## src/rtl/axi_rd_arbiter.sv

```systemverilog
// axi_rd_arbiter: read-side AXI arbiter for icache, dcache and uncached loads.
// One AR burst outstanding; R beats gathered into a 128-bit line or 32-bit word.
module axi_rd_arbiter (
  input  logic         clk,
  input  logic         resetn,
  input  logic         icache_req,
  input  logic         icache_uncache,
  input  logic [31:0]  icache_addr,
  output logic         icache_addr_ready,
  output logic         icache_data_ready,
  output logic [127:0] icache_rdata,
  input  logic         dcache_rd_req,
  input  logic [31:0]  dcache_rd_addr,
  output logic         dcache_rd_rdy,
  output logic         dcache_ret_valid,
  output logic [127:0] dcache_ret_data,
  input  logic         uncache_rd_req,
  input  logic [2:0]   uncache_rd_size,
  input  logic [31:0]  uncache_rd_addr,
  output logic         uncache_rd_rdy,
  output logic         uncache_ret_valid,
  output logic [31:0]  uncache_ret_data,
  output logic [3:0]   arid,
  output logic [31:0]  araddr,
  output logic [7:0]   arlen,
  output logic [2:0]   arsize,
  output logic [1:0]   arburst,
  output logic [1:0]   arlock,
  output logic [3:0]   arcache,
  output logic [2:0]   arprot,
  output logic         arvalid,
  input  logic         arready,
  input  logic [3:0]   rid,
  input  logic [31:0]  rdata,
  input  logic [1:0]   rresp,
  input  logic         rlast,
  input  logic         rvalid,
  output logic         rready
);
  localparam logic [1:0] S_IDLE = 2'd0;
  localparam logic [1:0] S_AR   = 2'd1;
  localparam logic [1:0] S_R    = 2'd2;
  localparam logic [1:0] S_DONE = 2'd3;

  logic [1:0]   r_state;
  logic [1:0]   w_next;
  logic         r_last_was_d;
  logic [3:0]   r_id;
  logic [31:0]  r_addr;
  logic [7:0]   r_len;
  logic [2:0]   r_size;
  logic [1:0]   r_burst;
  logic [1:0]   r_cnt;
  logic [127:0] r_buf;
  logic [127:0] w_buf;
  logic [127:0] r_idata;
  logic [127:0] r_ddata;
  logic [31:0]  r_udata;
  logic         w_idle;
  logic         w_gnt_u;
  logic         w_gnt_d;
  logic         w_gnt_i;
  logic         w_gnt;
  logic         w_line;
  logic         w_beat;
  logic         w_unused;

  assign w_idle  = (r_state == S_IDLE);
  // Uncached loads always win; icache/dcache alternate via r_last_was_d
  assign w_gnt_u = w_idle & uncache_rd_req;
  assign w_gnt_d = w_idle & ~uncache_rd_req & dcache_rd_req & (~r_last_was_d | ~icache_req);
  assign w_gnt_i = w_idle & ~uncache_rd_req & icache_req & (r_last_was_d | ~dcache_rd_req);
  assign w_gnt   = w_gnt_u | w_gnt_d | w_gnt_i;
  assign w_line  = w_gnt_d | (w_gnt_i & ~icache_uncache);
  assign w_beat  = (r_state == S_R) & rvalid & (rid == r_id);
  assign w_unused = &{1'b0, rresp, dcache_rd_addr[3:0]};

  assign w_next = (r_state == S_IDLE) ? (w_gnt ? S_AR : S_IDLE) :
                  (r_state == S_AR)   ? (arready ? S_R : S_AR) :
                  (r_state == S_R)    ? ((w_beat & rlast) ? S_DONE : S_R) : S_IDLE;

  always_comb begin
    w_buf = r_buf;
    w_buf[{r_cnt, 5'd0} +: 32] = rdata;
  end

  always_ff @(posedge clk or negedge resetn) begin
    if (!resetn) begin
      r_state      <= S_IDLE;
      r_last_was_d <= 1'b0;
      r_id         <= '0;
      r_addr       <= '0;
      r_len        <= '0;
      r_size       <= '0;
      r_burst      <= '0;
      r_cnt        <= '0;
      r_buf        <= '0;
      r_idata      <= '0;
      r_ddata      <= '0;
      r_udata      <= '0;
    end else begin
      r_state <= w_next;
      if (w_gnt_d | w_gnt_i) r_last_was_d <= w_gnt_d;
      if (w_gnt) begin
        r_id    <= w_gnt_u ? 4'd2 : w_gnt_d ? 4'd1 : 4'd0;
        r_addr  <= w_gnt_u ? uncache_rd_addr :
                   w_gnt_d ? {dcache_rd_addr[31:4], 4'd0} :
                   icache_uncache ? icache_addr : {icache_addr[31:4], 4'd0};
        r_len   <= w_line ? 8'd3 : 8'd0;
        r_size  <= w_gnt_u ? uncache_rd_size : 3'd2;
        r_burst <= 2'b01;
      end
      if (arvalid & arready) begin
        r_cnt <= '0;
        r_buf <= '0;
      end
      // Counter saturates so surplus beats keep landing in the top slot
      if (w_beat) begin
        r_buf <= w_buf;
        r_cnt <= (r_cnt == 2'd3) ? 2'd3 : r_cnt + 2'd1;
      end
      if (w_beat & rlast) begin
        if (r_id == 4'd0) r_idata <= w_buf;
        if (r_id == 4'd1) r_ddata <= w_buf;
        if (r_id == 4'd2) r_udata <= w_buf[31:0];
      end
    end
  end

  assign icache_addr_ready = w_gnt_i;
  assign dcache_rd_rdy     = w_gnt_d;
  assign uncache_rd_rdy    = w_gnt_u;
  assign icache_data_ready = (r_state == S_DONE) & (r_id == 4'd0);
  assign dcache_ret_valid  = (r_state == S_DONE) & (r_id == 4'd1);
  assign uncache_ret_valid = (r_state == S_DONE) & (r_id == 4'd2);
  assign icache_rdata      = r_idata;
  assign dcache_ret_data   = r_ddata;
  assign uncache_ret_data  = r_udata;
  assign arid    = r_id;
  assign araddr  = r_addr;
  assign arlen   = r_len;
  assign arsize  = r_size;
  assign arburst = r_burst;
  assign arlock  = 2'd0;
  assign arcache = 4'd0;
  assign arprot  = 3'd0;
  assign arvalid = (r_state == S_AR);
  assign rready  = (r_state == S_R);
endmodule

```

## config.mk

```make
export PLATFORM = sky130hd
export DESIGN_NAME = axi_rd_arbiter
export DESIGN_NICKNAME = d
export VERILOG_FILES = /design/src/rtl/axi_rd_arbiter.sv
export SDC_FILE = /design/constraint.sdc
export NUM_CORES = 1
export LEC_CHECK = 0
export CORE_UTILIZATION = 32
export DETAILED_ROUTE_END_ITERATION = 8
export PLACE_DENSITY_LB_ADDON = 0.1
export SYNTH_ARGS = -nofsm -noshare
export SYNTH_HDL_FRONTEND = slang
export SYNTH_SLANG_ARGS = --single-unit
```

## constraint.sdc

```tcl
create_clock -name clk -period 5.9 [get_ports clk]
set_clock_uncertainty 0.05 [all_clocks]
set_input_delay 1.18 -clock clk [delete_from_list [all_inputs] [get_ports clk]]
set_output_delay 1.18 -clock clk [all_outputs]
set_load 0.01 [all_outputs]
```

==> metrics.md <==
| Metric | Value |
|---|---|
| Starting DRT DRC Count | `792` |
| Min-Delay Path Class | `flip-flop to flip-flop` |
| Unrepaired setup endpoints after global routing | `no` |
| Failing checks | `DRC` |
| Hold-fix buffers at CTS | `0` |
| P&R area growth vs syn | `36.4%` |
| Design area | `0.0262 mm2` |
| Top cells by area, synth | `dfrtp_1, mux2_2, a22o_1` |
| Slew headroom | `22.1%` |
| Nets@finish | `1954` |
| Yosys reg bits | `460` |
| Final setup violation count | `0` |
| H-tree levels | `2` |
| Status | `finished, violations left` |
| CTS tree | `built` |
| Post-Syn Instances | `1359` |
| CTS root buf | `clkbuf_16` |
| Post-CTS Setup Inserts | `0` |
| Core ar. | `0.0591 mm2` |
| Synthesis warning total | `0` |
| Period utilization | `71.4%` |
| FP Rows | `89` |
| Hold Fails Final Rpt | `0` |
| Setup crit end kind | `output port` |
| Most frequent cells in the layout | `clkdlybuf4s50_1, dfrtp_1, mux2_2` |
| Static Leak | `12.2 nW` |
| Setup WS post-layout | `1.69 ns` |
| Congestion Overflow GR | `0` |
| PwrDens | `329 mW/mm2` |
| Die H | `247 um` |
| Residual DRC | `38` |
| Gr usage total | `20.5%` |
| Initial antenna violation count | `4` |
| Max Freq | `237 MHz` |
| Syn Std Cell Area | `0.0192 mm2` |
| Worst Tran Pin Value | `1.17 ns` |
| Via density | `5.02` |
| Register area share after synthesis | `59.9%` |
| Core Util, Final | `44.3%` |
| Max Slew Vio Count | `0` |
| Die area | `0.0610 mm2` |
| Ys async rst share | `100%` |
| Drt first pass iters | `7` |
| DR top layer | `met4` |
| CTS Buf Count | `53` |
| Critical path capture point | `uncache_rd_rdy` |
| CP startpoint kind | `primary input` |
| Peak supply drop | `0.000204 V` |
| WP data required | `4.67 ns` |
| Top_reg_cell synth | `dfrtp_1` |
| First-pass GRT wire length | `93400 um` |
| Reg2reg start | `r_cnt[0]` |
| DR WL/cell | `24.0 um` |
| Worst-skew pair later-pin latency | `0.59 ns` |
| Largest net degree at the start of global routing | `137` |
| Total clock sinks | `460` |
| TNS Setup | `0 ns` |
| # placed instances | `2521` |
| CTS clk-pin slew, worst paths | `0.06 ns` |
| Dominant cell type by area after synthesis | `dfrtp_1` |
| R2r setup slk | `1.91 ns` |
| Routed wl met3 | `3690 um` |
| CTS max path bufs | `3` |
| CP startpoint | `uncache_rd_req` |
| Final wirelength | `62800 um` |
| Share of cells above drive strength 1 | `21.7%` |
| Maxcap violations | `0` |
| R2R cell count | `6` |
| Die width | `247 um` |
| Place WS | `1.67 ns` |
| Share of the synthesized area in the top cell type | `59.9%` |
| Final cell count without fillers | `2618` |
| EDFF count, synth | `0` |
| Netlist cell types | `45` |
| Worst Path Arrival | `2.98 ns` |
| Vias in the first global route | `14.0k` |
| I/O Buffers | `475` |
| Min cycle time layout | `4.21 ns` |
| GPL Wtd Cong | `0.788` |
| WL met2 | `30300 um` |
| RR Endpoint | `r_buf[109]` |
| Maximum fanout along the worst path | `35` |
| Met1 wire length | `27200 um` |
| PostCTS Resize Cnt | `0` |
| Syn avg cell area | `14.1 um2` |
| Routed Antenna Nets | `0` |
| WS Path Type | `primary input to output port` |
| I/O pins | `500` |
| DP Area | `0.0245 mm2` |
| Detail Placement HPWL | `41900 um` |
| Initial Utilization | `32.5%` |
| Via count | `13.1k` |
| Most common cell after layout, fill and taps aside | `clkdlybuf4s50_1` |
==> synth_stat cells, drive strengths merged (2+ instances only) <==
| library cell | count |
|---|---|
| a21oi | 5 |
| a22o | 227 |
| a22oi | 32 |
| and2 | 6 |
| buf | 78 |
| clkbuf | 42 |
| dfrtp | 460 |
| ha | 5 |
| inv | 41 |
| mux2 | 288 |
| mux2i | 28 |
| nand2 | 45 |
| nand2b | 3 |
| nand3 | 5 |
| nor2 | 4 |
| nor2b | 3 |
| nor3 | 4 |
| nor3b | 3 |
| nor4b | 2 |
| o21ai | 62 |
| xnor2 | 2 |
==> how the worst min path moves through the flow <==
stage | start | endpoint | slack [ns] | cells past startpoint
2_1_floorplan | r_buf[10] | r_buf[10] | 0.42 | 1
3_3_place_gp | arburst[0] | arburst[0] | 0.40 | 1
3_5_place_dp | arburst[0] | arburst[0] | 0.41 | 1
4_1_cts | arburst[0] | arburst[0] | 0.43 | 1
5_1_grt | arburst[0] | arburst[0] | 0.45 | 1
6_report | arburst[0] | arburst[0] | 0.43 | 1
==> worst max-delay path, stage by stage <==
cell and delay, ns:
clkdlybuf4s50_1 0.54, nand2_1 0.17, clkinv_1 0.07, buf_4 0.38, clkdlybuf4s50_1 0.63
==> report_power, final <==
part	internal (mW)	total [mW]	leakage, nW	switching [mW]
clock	1.98	3.28	0.851	1.30
combinational	0.762	1.77	4.96	1.01
sequential	3.40	3.57	6.34	0.171
total	6.14	8.62	12.2	2.48
==> metrics by stage <==
step,power (mW),hold WS (ns)
floorplan,4.39,0.423
global placement,5.41,0.401
detailed placement,5.42,0.408
CTS,8.77,0.427
global route,9.04,0.450
finish,8.62,0.429
==> per-layer routing <==
metal | vias to the layer above | track usage [%]
met5 | - | 0
met4 | 0 | 6.63
met3 | 92 | 4.76
met2 | 353 | 32.9
met1 | 6863 | 27.3
li1 | 5841 | -
==> area by class of cell <==
cell class,count,area (um2)
Sequential cell,460,11500
Clock buffer,84,1610
Multi-Input combinational cell,754,6870
Timing Repair Buffer,492,4960
Inverter,42,158
Antenna cell,4,10.0
Tap cell,773,967
Fill cell,5408,32900
Clock inverter,9,124
==> sequential cells by signal, indices dropped and copies added, names as in the netlist, 2 cells and up, named ones only <==
signal / cells
r_cnt: 2
dcache_ret_data: 128
araddr: 32
r_buf: 128
arid: 2
uncache_ret_data: 32
icache_rdata: 128
arsize: 3
==> logic make-up (layout without fill, tap and decap cells) <==
group	count (synthesis)	after routing	share of synthesized area (%)
adder cells (fa/ha/maj)	5	5	0.326
other	1	22	0.0195
XOR/XNOR	2	2	0.0912
flip-flops	460	460	59.9
multiplexers	316	316	18.5
AO/OA/AOI/OAI	329	329	13.5
buffers and inverters	162	627	5.30
AND/OR/NAND/NOR	84	84	2.38
Power figures use the tool's default switching activity.
